<file path="src/rtl/kmeans_centroid_update_k3_d4_pkg.sv">
// Shared k-means constants and width helpers for the centroid update block.
// Other k/d variants of the pipeline reuse this package.
package kmeans_pkg;

   localparam int K = 3;
   localparam int D = 4;

   typedef enum logic [1:0] {
      S_IDLE = 2'd0,
      S_ACC  = 2'd1,
      S_DIV  = 2'd2,
      S_DONE = 2'd3
   } state_t;

   function automatic int sum_width(input int dw, input int qw);
      return dw + qw;
   endfunction

   function automatic int cnt_width(input int qw);
      return qw + 1;
   endfunction

endpackage

</file>
<file path="src/rtl/kmeans_centroid_update_k3_d4_if.sv">
// Point stream, current/new centroid buses and status for the centroid update block.
interface kmeans_centroid_update_k3_d4_if #(
   parameter int DW = 8
);
   logic          start;
   logic          in_valid;
   logic          in_last;
   logic [1:0]    in_centroid;
   logic [DW-1:0] in_d0, in_d1, in_d2, in_d3;
   logic [DW-1:0] cur_k0d0, cur_k0d1, cur_k0d2, cur_k0d3;
   logic [DW-1:0] cur_k1d0, cur_k1d1, cur_k1d2, cur_k1d3;
   logic [DW-1:0] cur_k2d0, cur_k2d1, cur_k2d2, cur_k2d3;
   logic [DW-1:0] new_k0d0, new_k0d1, new_k0d2, new_k0d3;
   logic [DW-1:0] new_k1d0, new_k1d1, new_k1d2, new_k1d3;
   logic [DW-1:0] new_k2d0, new_k2d1, new_k2d2, new_k2d3;
   logic          busy;
   logic          done;
   logic          converged;

   modport master (
      output start, in_valid, in_last, in_centroid,
      output in_d0, in_d1, in_d2, in_d3,
      output cur_k0d0, cur_k0d1, cur_k0d2, cur_k0d3,
      output cur_k1d0, cur_k1d1, cur_k1d2, cur_k1d3,
      output cur_k2d0, cur_k2d1, cur_k2d2, cur_k2d3,
      input  new_k0d0, new_k0d1, new_k0d2, new_k0d3,
      input  new_k1d0, new_k1d1, new_k1d2, new_k1d3,
      input  new_k2d0, new_k2d1, new_k2d2, new_k2d3,
      input  busy, done, converged
   );

   modport slave (
      input  start, in_valid, in_last, in_centroid,
      input  in_d0, in_d1, in_d2, in_d3,
      input  cur_k0d0, cur_k0d1, cur_k0d2, cur_k0d3,
      input  cur_k1d0, cur_k1d1, cur_k1d2, cur_k1d3,
      input  cur_k2d0, cur_k2d1, cur_k2d2, cur_k2d3,
      output new_k0d0, new_k0d1, new_k0d2, new_k0d3,
      output new_k1d0, new_k1d1, new_k1d2, new_k1d3,
      output new_k2d0, new_k2d1, new_k2d2, new_k2d3,
      output busy, done, converged
   );

endinterface

</file>
<file path="src/rtl/kmeans_centroid_update_k3_d4_div.sv">
// Unsigned restoring divider: one load cycle plus SW shift/subtract iterations.
// o_done and o_quot are valid in the last iteration cycle so the caller can latch on that edge.
module kmeans_seq_div #(
   parameter int SW = 16,
   parameter int CW = 9
) (
   input  logic          clk,
   input  logic          rst,
   input  logic          i_start,
   input  logic [SW-1:0] i_dividend,
   input  logic [CW-1:0] i_divisor,
   output logic          o_done,
   output logic [SW-1:0] o_quot,
   output logic          o_div_zero
);
   localparam int NB = $clog2(SW + 1);

   logic [SW-1:0] r_q;
   logic [CW-1:0] r_rem;
   logic [CW-1:0] r_den;
   logic [NB-1:0] r_cnt;
   logic          r_busy;
   logic          r_dz;

   logic [CW:0]   w_sh;
   logic [CW:0]   w_diff;
   logic          w_ge;
   logic [CW-1:0] w_rem_nxt;
   logic [SW-1:0] w_q_nxt;

   // Remainder stays below the divisor, so CW bits hold it between steps.
   assign w_sh      = {r_rem, r_q[SW-1]};
   assign w_ge      = (w_sh >= {1'b0, r_den});
   assign w_diff    = w_sh - {1'b0, r_den};
   assign w_rem_nxt = w_ge ? w_diff[CW-1:0] : w_sh[CW-1:0];
   assign w_q_nxt   = {r_q[SW-2:0], w_ge};

   assign o_done     = r_busy && (r_cnt == NB'(1));
   assign o_quot     = w_q_nxt;
   assign o_div_zero = r_dz;

   always_ff @(posedge clk or negedge rst) begin
      if (!rst) begin
         r_q    <= '0;
         r_rem  <= '0;
         r_den  <= '0;
         r_cnt  <= '0;
         r_busy <= 1'b0;
         r_dz   <= 1'b0;
      end else if (i_start) begin
         r_q    <= i_dividend;
         r_rem  <= '0;
         r_den  <= i_divisor;
         r_cnt  <= NB'(SW);
         r_busy <= 1'b1;
         r_dz   <= (i_divisor == '0);
      end else if (r_busy) begin
         r_q   <= w_q_nxt;
         r_rem <= w_rem_nxt;
         r_cnt <= r_cnt - 1'b1;
         if (r_cnt == NB'(1)) begin
            r_busy <= 1'b0;
         end
      end
   end

endmodule

</file>
<file path="src/rtl/kmeans_centroid_update_k3_d4.sv">
// K-means centroid update: per-centroid sums/counts over one pass, then 12 sequential
// divisions into new centroids plus a convergence flag against the current centroids.
module kmeans_centroid_update_k3_d4
   import kmeans_pkg::*;
#(
   parameter int input_data_width         = 8,
   parameter int input_data_qty_bit_width = 8
) (
   input  logic clk,
   input  logic rst,
   kmeans_centroid_update_k3_d4_if.slave io_bus
);
   // state  | meaning
   // S_IDLE | waiting for start, outputs hold last results
   // S_ACC  | accumulating classified points into sums/counts
   // S_DIV  | dividing element idx = k*D+d, one divider slot each
   // S_DONE | one-cycle done pulse, converged registered

   localparam int DW = input_data_width;
   localparam int QW = input_data_qty_bit_width;
   localparam int SW = sum_width(DW, QW);
   localparam int CW = cnt_width(QW);
   localparam int KB = (K > 1) ? $clog2(K) : 1;
   localparam int DB = (D > 1) ? $clog2(D) : 1;
   localparam logic [1:0]    K_MAX_IDX = 2'(K - 1);
   localparam logic [KB-1:0] K_LAST    = KB'(K - 1);
   localparam logic [DB-1:0] D_LAST    = DB'(D - 1);

   state_t r_state, w_state_nxt;

   logic [SW-1:0] r_sum [K][D];
   logic [CW-1:0] r_cnt [K];
   logic [DW-1:0] r_new [K][D];
   logic          r_conv;
   logic [KB-1:0] r_k;
   logic [DB-1:0] r_d;
   logic          r_load;

   logic [DW-1:0] w_cur  [K][D];
   logic [DW-1:0] w_in_d [D];
   logic          w_clear;
   logic          w_acc;
   logic          w_div_start;
   logic          w_div_done;
   logic          w_div_dz;
   logic [SW-1:0] w_quot;
   logic          w_wr;
   logic [DW-1:0] w_wr_val;
   logic          w_all_eq;

   assign w_in_d[0] = io_bus.in_d0;
   assign w_in_d[1] = io_bus.in_d1;
   assign w_in_d[2] = io_bus.in_d2;
   assign w_in_d[3] = io_bus.in_d3;

   assign w_cur[0][0] = io_bus.cur_k0d0;
   assign w_cur[0][1] = io_bus.cur_k0d1;
   assign w_cur[0][2] = io_bus.cur_k0d2;
   assign w_cur[0][3] = io_bus.cur_k0d3;
   assign w_cur[1][0] = io_bus.cur_k1d0;
   assign w_cur[1][1] = io_bus.cur_k1d1;
   assign w_cur[1][2] = io_bus.cur_k1d2;
   assign w_cur[1][3] = io_bus.cur_k1d3;
   assign w_cur[2][0] = io_bus.cur_k2d0;
   assign w_cur[2][1] = io_bus.cur_k2d1;
   assign w_cur[2][2] = io_bus.cur_k2d2;
   assign w_cur[2][3] = io_bus.cur_k2d3;

   assign io_bus.new_k0d0 = r_new[0][0];
   assign io_bus.new_k0d1 = r_new[0][1];
   assign io_bus.new_k0d2 = r_new[0][2];
   assign io_bus.new_k0d3 = r_new[0][3];
   assign io_bus.new_k1d0 = r_new[1][0];
   assign io_bus.new_k1d1 = r_new[1][1];
   assign io_bus.new_k1d2 = r_new[1][2];
   assign io_bus.new_k1d3 = r_new[1][3];
   assign io_bus.new_k2d0 = r_new[2][0];
   assign io_bus.new_k2d1 = r_new[2][1];
   assign io_bus.new_k2d2 = r_new[2][2];
   assign io_bus.new_k2d3 = r_new[2][3];

   assign io_bus.busy      = (r_state == S_ACC) || (r_state == S_DIV);
   assign io_bus.done      = (r_state == S_DONE);
   assign io_bus.converged = r_conv;

   always_ff @(posedge clk or negedge rst) begin
      if (!rst) begin
         r_state <= S_IDLE;
      end else begin
         r_state <= w_state_nxt;
      end
   end

   always_comb begin
      w_state_nxt = r_state;
      w_clear     = 1'b0;
      w_acc       = 1'b0;
      w_div_start = 1'b0;
      case (r_state)
         S_IDLE: begin
            if (io_bus.start) begin
               w_clear     = 1'b1;
               w_state_nxt = S_ACC;
            end
         end
         S_ACC: begin
            // start outranks a coincident point, which is dropped
            if (io_bus.start) begin
               w_clear = 1'b1;
            end else if (io_bus.in_valid) begin
               w_acc = (io_bus.in_centroid <= K_MAX_IDX);
               if (io_bus.in_last) begin
                  w_state_nxt = S_DIV;
               end
            end
         end
         S_DIV: begin
            w_div_start = r_load;
            if (w_div_done && (r_k == K_LAST) && (r_d == D_LAST)) begin
               w_state_nxt = S_DONE;
            end
         end
         S_DONE: begin
            if (io_bus.start) begin
               w_clear     = 1'b1;
               w_state_nxt = S_ACC;
            end else begin
               w_state_nxt = S_IDLE;
            end
         end
         default: w_state_nxt = S_IDLE;
      endcase
   end

   kmeans_seq_div #(
      .SW (SW),
      .CW (CW)
   ) u_div (
      .clk        (clk),
      .rst        (rst),
      .i_start    (w_div_start),
      .i_dividend (r_sum[r_k][r_d]),
      .i_divisor  (r_cnt[r_k]),
      .o_done     (w_div_done),
      .o_quot     (w_quot),
      .o_div_zero (w_div_dz)
   );

   // An empty cluster keeps its current centroid; a mean never exceeds DW bits in contract.
   assign w_wr     = (r_state == S_DIV) && w_div_done;
   assign w_wr_val = w_div_dz ? w_cur[r_k][r_d] :
                     ((|w_quot[SW-1:DW]) ? '1 : w_quot[DW-1:0]);

   always_comb begin
      w_all_eq = 1'b1;
      for (int k = 0; k < K; k++) begin
         for (int d = 0; d < D; d++) begin
            w_all_eq &= (((w_wr && (r_k == KB'(k)) && (r_d == DB'(d))) ? w_wr_val : r_new[k][d])
                         == w_cur[k][d]);
         end
      end
   end

   always_ff @(posedge clk or negedge rst) begin
      if (!rst) begin
         for (int k = 0; k < K; k++) begin
            r_cnt[k] <= '0;
            for (int d = 0; d < D; d++) begin
               r_sum[k][d] <= '0;
               r_new[k][d] <= '0;
            end
         end
         r_conv <= 1'b0;
         r_k    <= '0;
         r_d    <= '0;
         r_load <= 1'b0;
      end else begin
         if (w_clear) begin
            for (int k = 0; k < K; k++) begin
               r_cnt[k] <= '0;
               for (int d = 0; d < D; d++) begin
                  r_sum[k][d] <= '0;
               end
            end
            r_conv <= 1'b0;
         end else if (w_acc) begin
            r_cnt[io_bus.in_centroid] <= r_cnt[io_bus.in_centroid] + 1'b1;
            for (int d = 0; d < D; d++) begin
               r_sum[io_bus.in_centroid][d] <= r_sum[io_bus.in_centroid][d] + SW'(w_in_d[d]);
            end
         end

         if ((r_state == S_ACC) && (w_state_nxt == S_DIV)) begin
            r_k    <= '0;
            r_d    <= '0;
            r_load <= 1'b1;
         end else if (w_div_start) begin
            r_load <= 1'b0;
         end else if (w_wr) begin
            r_new[r_k][r_d] <= w_wr_val;
            r_load          <= 1'b1;
            if (r_d == D_LAST) begin
               r_d <= '0;
               r_k <= r_k + 1'b1;
            end else begin
               r_d <= r_d + 1'b1;
            end
            if ((r_k == K_LAST) && (r_d == D_LAST)) begin
               r_conv <= w_all_eq;
            end
         end
      end
   end

endmodule

</file>
<file path="src/flat_wrapper.sv">
// flat-port wrapper written by rule: the top's interface ports become plain ports
module kmeans_centroid_update_k3_d4_flat import kmeans_pkg::*;
#(
   parameter int input_data_width         = 8,
   parameter int input_data_qty_bit_width = 8
)
  (clk, rst, io_bus_start, io_bus_in_valid, io_bus_in_last, io_bus_in_centroid, io_bus_in_d0, io_bus_in_d1, io_bus_in_d2, io_bus_in_d3, io_bus_cur_k0d0, io_bus_cur_k0d1, io_bus_cur_k0d2, io_bus_cur_k0d3, io_bus_cur_k1d0, io_bus_cur_k1d1, io_bus_cur_k1d2, io_bus_cur_k1d3, io_bus_cur_k2d0, io_bus_cur_k2d1, io_bus_cur_k2d2, io_bus_cur_k2d3, io_bus_new_k0d0, io_bus_new_k0d1, io_bus_new_k0d2, io_bus_new_k0d3, io_bus_new_k1d0, io_bus_new_k1d1, io_bus_new_k1d2, io_bus_new_k1d3, io_bus_new_k2d0, io_bus_new_k2d1, io_bus_new_k2d2, io_bus_new_k2d3, io_bus_busy, io_bus_done, io_bus_converged);
  kmeans_centroid_update_k3_d4_if #(.DW((8))) io_bus_i ();
  input  logic clk;
  input  logic rst;
  input wire logic [$bits(io_bus_i.start)-1:0] io_bus_start;
  input wire logic [$bits(io_bus_i.in_valid)-1:0] io_bus_in_valid;
  input wire logic [$bits(io_bus_i.in_last)-1:0] io_bus_in_last;
  input wire logic [$bits(io_bus_i.in_centroid)-1:0] io_bus_in_centroid;
  input wire logic [$bits(io_bus_i.in_d0)-1:0] io_bus_in_d0;
  input wire logic [$bits(io_bus_i.in_d1)-1:0] io_bus_in_d1;
  input wire logic [$bits(io_bus_i.in_d2)-1:0] io_bus_in_d2;
  input wire logic [$bits(io_bus_i.in_d3)-1:0] io_bus_in_d3;
  input wire logic [$bits(io_bus_i.cur_k0d0)-1:0] io_bus_cur_k0d0;
  input wire logic [$bits(io_bus_i.cur_k0d1)-1:0] io_bus_cur_k0d1;
  input wire logic [$bits(io_bus_i.cur_k0d2)-1:0] io_bus_cur_k0d2;
  input wire logic [$bits(io_bus_i.cur_k0d3)-1:0] io_bus_cur_k0d3;
  input wire logic [$bits(io_bus_i.cur_k1d0)-1:0] io_bus_cur_k1d0;
  input wire logic [$bits(io_bus_i.cur_k1d1)-1:0] io_bus_cur_k1d1;
  input wire logic [$bits(io_bus_i.cur_k1d2)-1:0] io_bus_cur_k1d2;
  input wire logic [$bits(io_bus_i.cur_k1d3)-1:0] io_bus_cur_k1d3;
  input wire logic [$bits(io_bus_i.cur_k2d0)-1:0] io_bus_cur_k2d0;
  input wire logic [$bits(io_bus_i.cur_k2d1)-1:0] io_bus_cur_k2d1;
  input wire logic [$bits(io_bus_i.cur_k2d2)-1:0] io_bus_cur_k2d2;
  input wire logic [$bits(io_bus_i.cur_k2d3)-1:0] io_bus_cur_k2d3;
  output wire logic [$bits(io_bus_i.new_k0d0)-1:0] io_bus_new_k0d0;
  output wire logic [$bits(io_bus_i.new_k0d1)-1:0] io_bus_new_k0d1;
  output wire logic [$bits(io_bus_i.new_k0d2)-1:0] io_bus_new_k0d2;
  output wire logic [$bits(io_bus_i.new_k0d3)-1:0] io_bus_new_k0d3;
  output wire logic [$bits(io_bus_i.new_k1d0)-1:0] io_bus_new_k1d0;
  output wire logic [$bits(io_bus_i.new_k1d1)-1:0] io_bus_new_k1d1;
  output wire logic [$bits(io_bus_i.new_k1d2)-1:0] io_bus_new_k1d2;
  output wire logic [$bits(io_bus_i.new_k1d3)-1:0] io_bus_new_k1d3;
  output wire logic [$bits(io_bus_i.new_k2d0)-1:0] io_bus_new_k2d0;
  output wire logic [$bits(io_bus_i.new_k2d1)-1:0] io_bus_new_k2d1;
  output wire logic [$bits(io_bus_i.new_k2d2)-1:0] io_bus_new_k2d2;
  output wire logic [$bits(io_bus_i.new_k2d3)-1:0] io_bus_new_k2d3;
  output wire logic [$bits(io_bus_i.busy)-1:0] io_bus_busy;
  output wire logic [$bits(io_bus_i.done)-1:0] io_bus_done;
  output wire logic [$bits(io_bus_i.converged)-1:0] io_bus_converged;
  assign io_bus_i.start = io_bus_start;
  assign io_bus_i.in_valid = io_bus_in_valid;
  assign io_bus_i.in_last = io_bus_in_last;
  assign io_bus_i.in_centroid = io_bus_in_centroid;
  assign io_bus_i.in_d0 = io_bus_in_d0;
  assign io_bus_i.in_d1 = io_bus_in_d1;
  assign io_bus_i.in_d2 = io_bus_in_d2;
  assign io_bus_i.in_d3 = io_bus_in_d3;
  assign io_bus_i.cur_k0d0 = io_bus_cur_k0d0;
  assign io_bus_i.cur_k0d1 = io_bus_cur_k0d1;
  assign io_bus_i.cur_k0d2 = io_bus_cur_k0d2;
  assign io_bus_i.cur_k0d3 = io_bus_cur_k0d3;
  assign io_bus_i.cur_k1d0 = io_bus_cur_k1d0;
  assign io_bus_i.cur_k1d1 = io_bus_cur_k1d1;
  assign io_bus_i.cur_k1d2 = io_bus_cur_k1d2;
  assign io_bus_i.cur_k1d3 = io_bus_cur_k1d3;
  assign io_bus_i.cur_k2d0 = io_bus_cur_k2d0;
  assign io_bus_i.cur_k2d1 = io_bus_cur_k2d1;
  assign io_bus_i.cur_k2d2 = io_bus_cur_k2d2;
  assign io_bus_i.cur_k2d3 = io_bus_cur_k2d3;
  assign io_bus_new_k0d0 = io_bus_i.new_k0d0;
  assign io_bus_new_k0d1 = io_bus_i.new_k0d1;
  assign io_bus_new_k0d2 = io_bus_i.new_k0d2;
  assign io_bus_new_k0d3 = io_bus_i.new_k0d3;
  assign io_bus_new_k1d0 = io_bus_i.new_k1d0;
  assign io_bus_new_k1d1 = io_bus_i.new_k1d1;
  assign io_bus_new_k1d2 = io_bus_i.new_k1d2;
  assign io_bus_new_k1d3 = io_bus_i.new_k1d3;
  assign io_bus_new_k2d0 = io_bus_i.new_k2d0;
  assign io_bus_new_k2d1 = io_bus_i.new_k2d1;
  assign io_bus_new_k2d2 = io_bus_i.new_k2d2;
  assign io_bus_new_k2d3 = io_bus_i.new_k2d3;
  assign io_bus_busy = io_bus_i.busy;
  assign io_bus_done = io_bus_i.done;
  assign io_bus_converged = io_bus_i.converged;
  kmeans_centroid_update_k3_d4 #(.input_data_width(input_data_width), .input_data_qty_bit_width(input_data_qty_bit_width)) u_core (.clk(clk), .rst(rst), .io_bus(io_bus_i));
endmodule
</file>
<file path="config.mk">
export PLATFORM = sky130hd
export DESIGN_NAME = kmeans_centroid_update_k3_d4_flat
export DESIGN_NICKNAME = d
export VERILOG_FILES = /design/src/rtl/kmeans_centroid_update_k3_d4_pkg.sv /design/src/rtl/kmeans_centroid_update_k3_d4_if.sv /design/src/rtl/kmeans_centroid_update_k3_d4_div.sv /design/src/rtl/kmeans_centroid_update_k3_d4.sv /design/src/flat_wrapper.sv
export SDC_FILE = /design/constraint.sdc
export NUM_CORES = 1
export LEC_CHECK = 0
export CAP_MARGIN = 0
export CORE_ASPECT_RATIO = 0.9
export CORE_UTILIZATION = 30
export CTS_BUF_LIST = sky130_fd_sc_hd__clkbuf_2 sky130_fd_sc_hd__clkbuf_4 sky130_fd_sc_hd__clkbuf_8
export DETAILED_ROUTE_END_ITERATION = 12
export GPL_ROUTABILITY_DRIVEN = 0
export GPL_TIMING_DRIVEN = 1
export PLACE_DENSITY_LB_ADDON = 0.2
export SYNTH_ARGS = -nofsm -noshare
export SYNTH_HDL_FRONTEND = slang
export SYNTH_SLANG_ARGS = --single-unit
export TNS_END_PERCENT = 30
</file>
<file path="constraint.sdc">
create_clock -name clk -period 6.56 [get_ports clk]
set_input_delay 0.656 -clock clk [delete_from_list [all_inputs] [get_ports clk]]
set_output_delay 0.656 -clock clk [all_outputs]
set_load 0.05 [all_outputs]
</file>
# Yosys cells after proc, flatten, opt, wreduce, memory -nomap -nowiden
# Cells that the tools add are included.
[word_totals]
register_bits = 364
out_inout_bits = 99
[op_classes]
reduce_logical = 39
magnitude_cmp = 8
n_eq_ne = 23
bitwise_logic = 16
n_addsub = 9
n_mux = 98
[ops]
columns = ["op", "count"]
rows = [
  ["192-bit bitwise mux", 4],
  ["64-bit demux with 2-bit select", 4],
  ["192-bit 2-to-1 mux", 2],
  ["64-bit 2-to-1 mux", 5],
  ["64-bit binary-select mux with 2-bit select", 2],
  ["8-bit 2-to-1 mux", 17],
  ["32-bit 2-to-1 mux", 4],
  ["96-bit bitwise mux", 1],
  ["8-bit == test", 12],
  ["16-bit 2-to-1 mux", 5],
  ["9-bit 2-to-1 mux", 8],
  ["16-bit by 8-bit adder with 16-bit output", 4],
  ["32-bit binary-select mux with 2-bit select", 1],
  ["32-bit demux with 2-bit select", 1],
  ["27-bit 2-to-1 mux", 2],
  ["48-bit 2-to-1 mux", 1],
  ["9-bit binary-select mux with 2-bit select", 2],
  ["16-bit binary-select mux with 2-bit select", 1],
  ["27-bit bitwise mux", 1],
  ["2-bit 2-to-1 mux", 13],
  ["1-bit logical AND", 24],
  ["9-bit demux with 2-bit select", 1],
  ["1-bit 2-to-1 mux", 18],
  ["8-bit binary-select mux with 2-bit select", 1],
  ["27 further kinds", 59],
]

# Longest topological paths before layout
[logic_depth]
ltp_word = 25
mapped_depth = 20

# Hierarchy
# From an unflattened synthesis, not the netlist that was laid out.
[hier_totals]
hier_cells = 2711
hier_area_um2 = 23532.6
[by_module_without_submodules]
columns = ["module", "instances", "area_per_inst_um2", "cells_per_inst"]
rows = [
  ["kmeans_centroid_update_k3_d4", 1, 21018.9, 2447],
  ["kmeans_seq_div", 1, 2513.7, 264],
]

# Least setup slack after synthesis
# Ideal clock, no wire load.
[synth_timing]
kind = "in2reg"
from = "input io_bus_in_centroid[1]"
to = "register u_core.r_sum[190] (netlist bit)"
cell_stages = 19
t_required_ns = 6.439
arrival_time_ns = 4.737
path_slack_ns = 1.702
setup_ns = 0.121
cell_sequence = "clkbuf_1 > buf_2 > buf_1 > buf_1 > buf_2 > mux2i_1 > o21ai_0 > ha_1 > fa_1 > a21o_1 > a21oi_1 > o21bai_1 > a21oi_1 > o21bai_1 > a21oi_1 > nand3b_1 > nor3_1 > xor2_1 > a22o_1"
[synth_between]
elab_chain_cells = 11
elab_cells_between_ends = 27
classes_between = "4 x add/sub; 3 x order compare; 17 x mux; 1 x bitwise; 2 x reduce/logical"
[synth_rtl]
columns = ["item", "line", "source"]
rows = [
  ["from (decl)", "flat_wrapper.sv:14", "input wire logic [$bits(io_bus_i.in_centroid)-1:0] io_bus_in_centroid;"],
  ["2-bit NOT with 3-bit output (not written as such)", "kmeans_centroid_update_k3_d4.sv:189", "r_sum[io_bus.in_centroid][d] <= r_sum[io_bus.in_centroid][d] + SW'(w_in_d[d]);"],
  ["64-bit binary-select mux with 2-bit select (tied with other cells)", "kmeans_centroid_update_k3_d4.sv:189", ""],
  ["64-bit 2-to-1 mux (not written as such) or 1-bit logical AND (tied branches)", "kmeans_centroid_update_k3_d4.sv:189", ""],
  ["64-bit 2-to-1 mux (not written as such)", "kmeans_centroid_update_k3_d4.sv:189", ""],
  ["16-bit by 8-bit adder with 16-bit output or 64-bit demux with 2-bit select (tied branches)", "kmeans_centroid_update_k3_d4.sv:189", ""],
  ["192-bit bitwise mux (4 in a row)", "kmeans_centroid_update_k3_d4.sv:189", ""],
  ["192-bit 2-to-1 mux", "kmeans_centroid_update_k3_d4.sv:186", "end else if (w_acc) begin"],
  ["192-bit 2-to-1 mux", "kmeans_centroid_update_k3_d4.sv:178", "if (w_clear) begin"],
  ["to (signal, indexed assignment)", "kmeans_centroid_update_k3_d4.sv:189", ""],
  ["to (decl)", "kmeans_centroid_update_k3_d4.sv:31", "logic [SW-1:0] r_sum [K][D];"],
]
# Several ways; a longest one is shown, not always the timed one. The select of a mux whose other input is x is not followed.
# A chain may end at the register's enable or synchronous reset.

# Final worst setup path
[layout_timing]
from = "register u_core.r_d[0]"
to = "register u_core.r_conv, in the netlist u_core.io_bus.converged"
[layout_between]
elab_chain_cells = 22
elab_cells_between_ends = 66
classes_between = "16 x eq/ne; 22 x mux; 12 x bitwise; 16 x reduce/logical"
[layout_rtl]
columns = ["item", "line", "source"]
rows = [
  ["from (decl)", "kmeans_centroid_update_k3_d4.sv:36", "logic [DB-1:0] r_d;"],
  ["from (signal assigned)", "kmeans_centroid_update_k3_d4.sv:206", "r_d <= r_d + 1'b1;"],
  ["2-bit NOT with 3-bit output (not written as such)", "kmeans_centroid_update_k3_d4.sv:151", "assign w_wr_val = w_div_dz ? w_cur[r_k][r_d] :"],
  ["8-bit binary-select mux with 2-bit select", "kmeans_centroid_update_k3_d4.sv:151", ""],
  ["8-bit 2-to-1 mux (not written as such) (2 in a row)", "kmeans_centroid_update_k3_d4.sv:151", ""],
  ["8-bit 2-to-1 mux", "kmeans_centroid_update_k3_d4.sv:151", ""],
  ["8-bit 2-to-1 mux", "kmeans_centroid_update_k3_d4.sv:158", "w_all_eq &= (((w_wr && (r_k == KB'(k)) && (r_d == DB'(d))) ? w_wr_val : r_new[k][d])"],
  ["8-bit == test", "kmeans_centroid_update_k3_d4.sv:159", "== w_cur[k][d]);"],
  ["1-bit bitwise AND (11 in a row)", "kmeans_centroid_update_k3_d4.sv:158", ""],
  ["1-bit 2-to-1 mux", "kmeans_centroid_update_k3_d4.sv:208", "if ((r_k == K_LAST) && (r_d == D_LAST)) begin"],
  ["1-bit 2-to-1 mux", "kmeans_centroid_update_k3_d4.sv:199", "end else if (w_wr) begin"],
  ["1-bit 2-to-1 mux", "kmeans_centroid_update_k3_d4.sv:197", "end else if (w_div_start) begin"],
  ["1-bit 2-to-1 mux *", "kmeans_centroid_update_k3_d4.sv:193", "if ((r_state == S_ACC) && (w_state_nxt == S_DIV)) begin"],
  ["to (signal assigned)", "kmeans_centroid_update_k3_d4.sv:209", "r_conv <= w_all_eq;"],
  ["to (decl)", "kmeans_centroid_update_k3_d4.sv:34", "logic r_conv;"],
]
# Mark *: on every way between the ends. The rest lies on a longest branch, timed or not. The select of a mux whose other input is x is not followed.

==> reports/qor.yml <==
die:
  floorplan.initialDensity_pct: 30.3
  area_inside_the_core_boundary_mm2: 0.0778
  die-height_um: 268
  io-pin-count: 234
  dieArea_mm2: 0.0797
  die_w_um: 297
  placement_rows: 97
sta:
  fin_setup_tns_ns: 0
  rsz0062_at_grt: "false"
  max_freq_ghz: 0.213
  finClkSkew_ns: 0.0407
  timing_hold_violations_final: 0
  timing.final.crit_period_ns: 4.70
  setup_ws_ns: 1.86
  finalMaxSlewViolations: 0
  setup-violations-final: 0
  slew_headroom_pct: 22.3
  worst_slew_pin_slew_ns: 1.17
  timing.final.crit_share_pct: 71.7
critical_path:
  path_buf_inv: 2
  timing.critical_path.mode_cell: "sky130_fd_sc_hd__buf_4"
  timing.critical_path.required_ns: 7.15
  cp.arrival_ns: 5.29
  worst-setup-path-type: "reg -> reg"
  critPathMaxStageDelay_ns: 0.89
  critical_path.max_fanout: 49
  cp_slowest_cell: "sky130_fd_sc_hd__buf_4"
  startpoint_type: "flip-flop"
  cp-end-kind: "flip-flop"
  critical-path-top-delay-family: "compound AO/OA/AOI/OAI gates"
  cp_cell_sequence: "buf_4, nand3_1, o2111ai_1, o21a_1, buf_4, nor2_1, o311ai_0, and4_1, nand4_1, o21ai_1"
global_route:
  first_pass_grt_wire_length_mm: 144
  grt_overflow: 0
  global_route.usage.total_pct: 24.0
  via_count_of_the_first_global_routing_pass: 21700
  grt_antenna_before_repair: 8
  grt_start_max_net_pins: 201
cts:
  worstSkewPairLatency_ns: 0.70
  cts_tree: "yes"
  cts.clk_slew.worst_paths_ns: 0.06
  cts-root-to-sink-buffers: 3
  cts.root.buffer_cell: "sky130_fd_sc_hd__clkbuf_8"
  cts_inserted_buffers: 67
  clock-sinks: 364
  level_count_of_the_clock_h_tree: 3
synth:
  synth_fp_nets: 2893
  netlist-cell-type-count: 85
  synth_top_cells_by_area: "sky130_fd_sc_hd__dfrtp_1 (39%), sky130_fd_sc_hd__nand2_1 (8.4%), sky130_fd_sc_hd__o21ai_0 (6.6%)"
  synth.cells.most_frequent: "sky130_fd_sc_hd__nand2_1 (525), sky130_fd_sc_hd__dfrtp_1 (364), sky130_fd_sc_hd__o21ai_0 (312), sky130_fd_sc_hd__nand3_1 (222), sky130_fd_sc_hd__mux2i_1 (138)"
  synth_compound_gate_area_share_pct: 16.9
  asyncSetResetFlopFracSynth_pct: 100
  post_synth_fa_ha_maj_area_fraction_pct: 3.40
  dominantRegCellSynth: "sky130_fd_sc_hd__dfrtp_1"
  post_synth_xor_area_fraction_pct: 5.46
  synth-seq-area-share_pct: 38.7
  avgSynthCellArea_um2: 8.74
  most_used_standard_cell_by_instance_count_after_synthesis: "sky130_fd_sc_hd__nand2_1"
  netlist_instances: 2697
  synthDominantCellAreaShare_pct: 38.7
  dominant_combinational_cell_family_by_area_after_synthesis: "simple AND/OR/NAND/NOR gates"
  synthDominantAreaCellType: "sky130_fd_sc_hd__dfrtp_1"
  synth.ff_latch_count: 364
  synth.area.mux_share_pct: 11.3
  synth_edf_count: 0
  synth_simple_gate_area_share_pct: 19.1
  synthesis.yosys.warnings: 0
  synth.cell_area_mm2: 0.0236
pwr:
  peakVddDrop_v: 0.000168
  power_frac_seq_pct: 34.9
  clock_power_share_pct: 30.9
  power.density_mw_per_mm2: 278
  power.share.switching_pct: 40.2
  power.switching_w: 0.00315
  cellInternalPower_w: 0.00469
  leakage_nw: 12.0
  comb_power_share_pct: 34.1
outcome:
  run_status: "finished clean"
final_layout:
  final-seq-area_mm2: 0.00912
  final_layout_size_suffix_gt1_share_pct: 8.71
  nNetsFinal: 3039
  syn2layout_area_growth_pct: 19.6
  fillerInstances: 7904
  footprint_of_the_multi_input_gates_mm2: 0.0133
  fin_util_pct: 36.2
route:
  vias_per_cell: 5.66
  drt-wirelength-per-cell_um: 24.7
  drt_iter0_drcs: 2517
  total_via_count_after_detailed_routing: 22300
  number_of_nets_with_antenna_violations_after_routing: 0
  drc: 0
  dr.pass1.iters: 10
  drt_wl_total_mm: 97.4
place:
  dpl_worst_slack_ns: 1.79
  port_buffers: 233
  detailedPlacementHpwl_mm: 67.7
min_path:
  min-delay-path-class: "reg -> reg"
job:
  max-cap-violations: 0
-- metal layers --
| layer | wire length, um | GRT usage, % | vias to the layer above |
|---|---|---|---|
| met1 | 42400 | 33.2 | 11000 |
| met3 | 8460 | 6.11 | 255 |
| met5 | 25 | 0 | - |
| li1 | - | - | 9900 |
| met2 | 42500 | 35.7 | 1102 |
| met4 | 3910 | 9.57 | 4 |
-- final cells by class --
class	instances	share of cell area, %
clock inverters	19	0.639
well taps	1039	4.61
diodes	5	0.0444
repair buffers	270	9.35
multi-input cells	2046	47.2
flip-flops and latches	364	32.4
inverters	94	1.25
clock buffers	100	4.55
-- state kept, by name, summed over array words and instances, names as in the netlist, 9 cells and up --
name,count
u_core.u_div.r_den,9
u_core.u_div.r_rem,9
u_core.r_cnt,27
u_core.r_sum,192
u_core.u_div.r_q,16
-- worst paths after layout --
kind                                        from                       to  slack [ns]  depth (start not counted)
setup reg to reg                   u_core.r_d[0]  u_core.io_bus.converged        1.86                         10
hold reg to reg            u_core.u_div.r_den[2]    u_core.u_div.r_den[2]        0.48                          2
max in group asynchronous                    rst        u_core.r_sum[113]        4.49                          3
min in group asynchronous                    rst    u_core.u_div.r_den[6]        0.59                          2
setup / recovery                   u_core.r_d[0]  u_core.io_bus.converged        1.86                         10
hold / removal             u_core.u_div.r_den[2]    u_core.u_div.r_den[2]        0.48                          2
-- stage by stage --
step                      instances  hold slack, ns  cell area, um^2  power, W
after global routing           3936           0.522            28200   0.00820
final                          3937           0.480            28200   0.00785
after CTS                      3932           0.488            28200   0.00785
after detailed placement       3812           0.474            26700   0.00538
after global placement         3812           0.465            26700   0.00534
after floorplan                2697           0.360            23600   0.00440
-- repair_timing --
| item | in CTS | in global routing |
|---|---|---|
| hold buffers | 1 | 0 |
| setup endpoints to repair | 0 | 0 |
| endpoints found under the hold margin | 41 | 0 |
| buffers inserted | 0 | 0 |
| gates resized for setup | 0 | 0 |
-- power by group through the flow --
stage / clock network [W] / registers, W / logic, W
floorplan: 0 / 0.00258 / 0.00182
global placement: 0 / 0.00276 / 0.00259
detailed placement: 0 / 0.00276 / 0.00262
CTS: 0.00249 / 0.00273 / 0.00263
global route: 0.00260 / 0.00276 / 0.00284
finish: 0.00243 / 0.00274 / 0.00268
-- kinds of logic after synthesis --
kind of cell	count (synthesis)
multiplexers	197
XOR/XNOR	147
adder cells (fa/ha/maj)	61
buffers and inverters	287
AO/OA/AOI/OAI	647
AND/OR/NAND/NOR	994
flip-flops	364
-- placed cells by master, fill, tap and decap left out, drive strengths merged, types with 6 or more instances in the layout --
cell,instances
nand2,525
dfrtp,364
o21ai,317
clkdlybuf4s50,230
nand3,224
mux2i,138
xnor2,100
clkbuf,100
inv,97
nor2,91
a21oi,87
ha,56
mux4,55
xor2,47
buf,39
o22ai,34
o21bai,28
nand4,25
o211ai,24
a221oi,20
nor3,19
a21o,19
nand2b,19
and3,18
a211oi,16
a22o,14
nor4,12
clkinv,11
nor2b,10
o2111ai,10
o221ai,9
a22oi,9
a31oi,9
and4,9
or3,8
nand3b,8
nor3b,8
a2bb2oi,6
and2,6
-- worst reg2reg max path, cell delays in order (launching register included) --
cell	delay, ns
sky130_fd_sc_hd__dfrtp_4	0.87
sky130_fd_sc_hd__buf_4	0.91
sky130_fd_sc_hd__nand3_1	0.16
sky130_fd_sc_hd__o2111ai_1	0.23
sky130_fd_sc_hd__o21a_1	0.67
sky130_fd_sc_hd__buf_4	0.38
sky130_fd_sc_hd__nor2_1	0.06
sky130_fd_sc_hd__o311ai_0	0.80
sky130_fd_sc_hd__and4_1	0.32
sky130_fd_sc_hd__nand4_1	0.08
sky130_fd_sc_hd__o21ai_1	0.16
No activity file was read; power rests on OpenSTA's default activity.
